<file path="src/rtl/param_shift_reg_pkg.sv">
// Shared definitions for the parametrised shift register: mode encodings and
// the fill-count update rule.
package param_shift_reg_pkg;

    typedef enum logic [1:0] {
        SR_HOLD   = 2'b00,
        SR_SHIFT  = 2'b01,
        SR_LOAD   = 2'b10,
        SR_ROTATE = 2'b11
    } sr_mode_e;

    // Fill count after one clock: SHIFT adds a valid stage (saturating), LOAD fills all.
    function automatic int next_fill(input int cur, input int depth,
                                     input logic en, input logic [1:0] mode);
        int nxt;
        nxt = cur;
        if (en) begin
            case (mode)
                SR_SHIFT: nxt = (cur >= depth) ? depth : cur + 32'sd1;
                SR_LOAD:  nxt = depth;
                default:  nxt = cur;
            endcase
        end else begin
            nxt = cur;
        end
        return nxt;
    endfunction

endpackage

</file>
<file path="src/rtl/param_shift_reg_stage.sv">
// One WIDTH-bit pipeline stage: sync reset, enable, and a shift/load next-value mux.
module sr_stage #(
    parameter int WIDTH = 1
) (
    input  logic             clk,
    input  logic             rst,
    input  logic             en,
    input  logic             load,
    input  logic [WIDTH-1:0] shift_d,
    input  logic [WIDTH-1:0] load_d,
    output logic [WIDTH-1:0] q
);

    logic [WIDTH-1:0] next_s;

    // Next-value select between the chain neighbour and the parallel-load slice.
    always_comb begin
        next_s = shift_d;
        if (load) begin
            next_s = load_d;
        end else begin
            next_s = shift_d;
        end
    end

    // Stage register.
    always_ff @(posedge clk) begin
        if (rst) begin
            q <= {WIDTH{1'b0}};
        end else if (en) begin
            q <= next_s;
        end
    end

endmodule

</file>
<file path="src/rtl/param_shift_reg.sv">
// Configurable delay line / serialiser: DEPTH stages of WIDTH bits with hold,
// shift, load and rotate modes, a tap mux, parallel output and fill tracking.
module param_shift_reg
    import param_shift_reg_pkg::*;
#(
    parameter int WIDTH = 1,
    parameter int DEPTH = 4,
    parameter int SEL_W = (DEPTH > 1) ? $clog2(DEPTH) : 1,
    parameter int CNT_W = $clog2(DEPTH + 1)
) (
    input  logic                     clk,
    input  logic                     rst,
    input  logic                     en,
    input  logic [1:0]               mode,
    input  logic [WIDTH-1:0]         sin,
    input  logic [DEPTH*WIDTH-1:0]   pload,
    input  logic [SEL_W-1:0]         tap_sel,
    output logic [WIDTH-1:0]         q,
    output logic [WIDTH-1:0]         tap_q,
    output logic [DEPTH*WIDTH-1:0]   pout,
    output logic [CNT_W-1:0]         fill_cnt,
    output logic                     full
);

    localparam logic [CNT_W-1:0] FULL_CNT = CNT_W'(DEPTH);

    logic [WIDTH-1:0] stage_q_s   [DEPTH];
    logic [WIDTH-1:0] shift_src_s [DEPTH];
    logic [WIDTH-1:0] head_src_s;
    logic [WIDTH-1:0] tap_s;
    logic             stage_en_s;
    logic             load_sel_s;
    logic [CNT_W-1:0] fill_next_s;
    logic [CNT_W-1:0] fill_cnt_r;
    logic             full_r;

    // Mode decode: which stages advance, and what feeds stage 0.
    always_comb begin
        stage_en_s = 1'b0;
        load_sel_s = 1'b0;
        head_src_s = sin;
        case (sr_mode_e'(mode))
            SR_SHIFT: begin
                stage_en_s = en;
                head_src_s = sin;
            end
            SR_LOAD: begin
                stage_en_s = en;
                load_sel_s = 1'b1;
            end
            SR_ROTATE: begin
                stage_en_s = en;
                head_src_s = stage_q_s[DEPTH-1];
            end
            default: begin
                stage_en_s = 1'b0;
            end
        endcase
    end

    for (genvar gi = 0; gi < DEPTH; gi++) begin : g_stage
        if (gi == 0) begin : g_head
            assign shift_src_s[gi] = head_src_s;
        end else begin : g_body
            assign shift_src_s[gi] = stage_q_s[gi-1];
        end

        sr_stage #(.WIDTH(WIDTH)) u_stage (
            .clk     (clk),
            .rst     (rst),
            .en      (stage_en_s),
            .load    (load_sel_s),
            .shift_d (shift_src_s[gi]),
            .load_d  (pload[gi*WIDTH +: WIDTH]),
            .q       (stage_q_s[gi])
        );

        assign pout[gi*WIDTH +: WIDTH] = stage_q_s[gi];
    end

    assign fill_next_s = CNT_W'(next_fill(int'(fill_cnt_r), DEPTH, en, mode));

    // Fill counter and full flag are tracked together, independent of data values.
    always_ff @(posedge clk) begin
        if (rst) begin
            fill_cnt_r <= {CNT_W{1'b0}};
            full_r     <= 1'b0;
        end else begin
            fill_cnt_r <= fill_next_s;
            full_r     <= (fill_next_s == FULL_CNT);
        end
    end

    // Tap mux; out-of-range selects fall through to zero.
    always_comb begin
        tap_s = {WIDTH{1'b0}};
        for (int i = 0; i < DEPTH; i++) begin
            tap_s = (tap_sel == SEL_W'(i)) ? stage_q_s[i] : tap_s;
        end
    end

    assign q        = stage_q_s[DEPTH-1];
    assign tap_q    = tap_s;
    assign fill_cnt = fill_cnt_r;
    assign full     = full_r;

endmodule

</file>
<file path="config.mk">
export PLATFORM = sky130hd
export DESIGN_NAME = param_shift_reg
export DESIGN_NICKNAME = d
export VERILOG_FILES = /design/src/rtl/param_shift_reg_pkg.sv /design/src/rtl/param_shift_reg_stage.sv /design/src/rtl/param_shift_reg.sv
export SDC_FILE = /design/constraint.sdc
export NUM_CORES = 1
export LEC_CHECK = 0
export ABC_AREA = 1
export CAP_MARGIN = 25
export CORE_MARGIN = 2
export CORE_UTILIZATION = 36
export CTS_CLUSTER_DIAMETER = 150
export DETAILED_ROUTE_END_ITERATION = 7
export MAX_ROUTING_LAYER = met4
export PLACE_DENSITY = 0.73
export SYNTH_ARGS = -nofsm -noshare
export SYNTH_HDL_FRONTEND = slang
export SYNTH_SLANG_ARGS = --single-unit
</file>
<file path="constraint.sdc">
create_clock -name clk -period 0.99 [get_ports clk]
set_input_delay 0.198 -clock clk [delete_from_list [all_inputs] [get_ports clk]]
set_output_delay 0.198 -clock clk [all_outputs]
set_load 0.02 [all_outputs]
</file>
==> impl_results.md <==
* Worst-margin pin slew at 229 ps
* Sequential fraction of the synthesis area at 31.5%
* Rel. slew slack at 84.7%
* Mux cell area share after synthesis at 0%
* Hold Vio Cnt, Final at 0
* CTS tree: yes
* Startpoint types: flip-flop
* Ports at 22
* Critical Path End Type: primary output
* Synth Area in Adders at 14.8%
* Clock Skews at 3.57 ps
* Detailed Routing Iterations Pass 1 at 4
* Yosys reg bits at 8
* IO Port Bufs at 21
* R2r startpoint: fill_cnt[1]$_SDFF_PP0_
* Die Wd at 41.6 um
* Routability cong. at 0.752
* Final max-slew violation count at 0
* Worst reg2reg path endpoint: full$_SDFF_PP0_
* Worst-path cell chain: nor2_2 -> nor2_2 -> o21ai_2 -> o21ai_2 -> buf_6
* CP max stage cell: dfxtp_2
* Total negative slack at -528 ps
* PwrDens at 1020 nW/um^2
* Share of cells above drive strength 1 at 62.2%
* Area growth syn-to-layout at 101%
* Most frequent cells in the layout: buf_6, buf_4, a21oi_2, nand2_1
* Avg Cell Area, Syn at 7.15 sq um
* Maximum level of the CTS H-tree at 1
* Endpoints failing setup at 8
* Final instance area at 1020 sq um
* Initial Util at 38.6%
* Tcrit/Tclk final at 119%
* Initial antenna violation count at 0
* WL per Instance at 13.0 um
* Clk slew on worst S/H paths at 60 ps
* Initial DRC Count at 5
* Minimum clock period at 1180 ps
* Synth warn at 0
* WHS at 496 ps
* Largest family of logic cells by synthesized area: compound AO/OA/AOI/OAI gates
* CTS Root Buffer Type: clkbuf_4
* Die height at 41.6 um
* R2R Setup Slk at -60 ps
* Nets at 130
* Hold_sp: pload[2]
* Logic gate share of total power at 37.5%
* MaxCap Viol Count at 0
* Number of buffers created by CTS at 3
* Post-synthesis compound-gate area fraction at 21.9%
* Die area at 1730 sq um
* Mapped Cells at 71
* DP Area at 821 sq um
* Int Pwr at 0.704 mW
* Clk_lat worst skew at 260 ps
* Cell variety after synth at 13
* Total buffers and inverters traversed by the critical path at 1
* Core ar. at 1320 sq um
* Post-Synth Simple-Gate Area at 17.0%
* Vias at 615
* Total number of cells along the worst setup path at 5
* Failing checks: setup timing
* Required @ worst endpoint at 790 ps
* Worst EP arrival at 980 ps
* Largest net degree at the start of global routing at 6
* RSZ-0062 raised after global routing: true
* CP Max Fanout at 2
* Worst stage delay on the critical path at 350 ps
* Standard-cell rows at 13
* First-pass GRT wire length at 2430 um
* ANT nets after route at 0
* DRT Wirelength at 1640 um
* Bufs on Longest Clock Path at 2
* Maximum VDD drop at 0.644 mV
* Status: finished with violations
* Vias/cell at 4.88
* Sink Count at 8
* Final HPWL DP at 1070 um
* DRC errors left at 0
* P_leak at 0.481 nW
* Critical path class: flip-flop to primary output
* FMAX at 850 MHz
* Total grt overflow at 0
* Critical Path End: tap_q
* Setup crit start: g_stage[0].u_stage.q$_SDFFE_PP0P_
* Tightest Hold Check Type: input port to flip-flop
* Largest delay share family, worst path: flip-flops
* Seq pwr share at 34.3%
* Mapped Area at 508 sq um
* Post-Synth XOR/XNOR Area at 0%
* R2r worst-path depth at 7
* Synth Net Count at 89
* Antenna cells at 0
* Switch Pwr at 0.337 mW
* Total GRT Usage at 19.1%
* Setup WS post-layout at -187 ps
* Sw frac at 32.4%
* Vias in the first global route at 570
* Clock power frac at 28.2%
==> layer usage <==
metal	part of all wire (%)	routed length, um	global-route usage [%]
met1	35	566	16.1
met2	56	915	36.6
met3	6.7	110	7.39
met4	2.8	46	7.74
met5	0	0	-
==> logic make-up after synthesis <==
logic type | count (synthesis)
and+or+nand+nor | 20
buffers and inverters | 16
DFF | 8
AOI/OAI and AO/OA | 21
adders and majority gates | 6
==> cell type report <==
cell class	instances	area, sq um
Multi-Input combinational cell	47	378
Timing Repair Buffer	40	375
Fill cell	99	298
Sequential cell	8	174
Inverter	12	47.5
Clock buffer	4	26.3
Tap cell	15	18.8
==> Yosys cell counts (all sizes together) <==
library cell / number / area (sq um)
a21oi: 12 / 63.8
buf: 4 / 30.0
dfxtp: 8 / 160
ha: 6 / 75.1
inv: 12 / 45.0
nand2: 11 / 43.8
nand3: 1 / 5.00
nor2: 8 / 37.5
o211ai: 1 / 7.51
o21ai: 8 / 40.0
==> stage by stage <==
stage               cells  util [%]  power (mW)  setup slack, ps
floorplan              71         -       0.501            -76.4
global route          126      77.4        1.10             -273
finish                126      77.4        1.04             -187
CTS                   125      72.1        1.00             -245
detailed placement    116      62.3       0.658             -828
global placement      116      62.3       0.648             -752
==> worst min-delay path by stage <==
stage / end / slack [ps] / cells past startpoint
floorplan: fill_cnt[1]$_SDFF_PP0_ / 260 / 1
global placement: fill_cnt[0]$_SDFF_PP0_ / 520 / 2
detailed placement: fill_cnt[0]$_SDFF_PP0_ / 520 / 2
CTS: fill_cnt[0]$_SDFF_PP0_ / 470 / 4
global route: g_stage[1].u_stage.q$_SDFFE_PP0P_ / 490 / 3
finish: g_stage[2].u_stage.q$_SDFFE_PP0P_ / 500 / 3
==> registers in the layout, summed over array words and instances (netlist names) <==
signal / cells
fill_cnt: 3
full: 1
g_stage.u_stage.q: 4
==> worst min-delay path: cells and delay by family <==
kind            cells  cell delay [ps]
buf+inv             1              400
compound gates      1               50
simple gates        1               60
==> power groups by stage <==
stage / logic, mW / clock network (mW) / registers [mW]
after global routing: 0.418 / 0.324 / 0.359
after CTS: 0.348 / 0.299 / 0.355
final: 0.391 / 0.293 / 0.357
after detailed placement: 0.300 / 0 / 0.357
after floorplan: 0.125 / 0 / 0.376
after global placement: 0.290 / 0 / 0.357
==> repair_timing <==
| item | 4_1_cts | 5_1_grt |
|---|---|---|
| hold buffers | 0 | 0 |
| pin swaps | 5 | 7 |
| resized for setup | 80 | 24 |
| setup endpoints to repair | 18 | 16 |
| buffers inserted | 5 | 1 |
No activity file was read; power rests on OpenSTA's default activity.
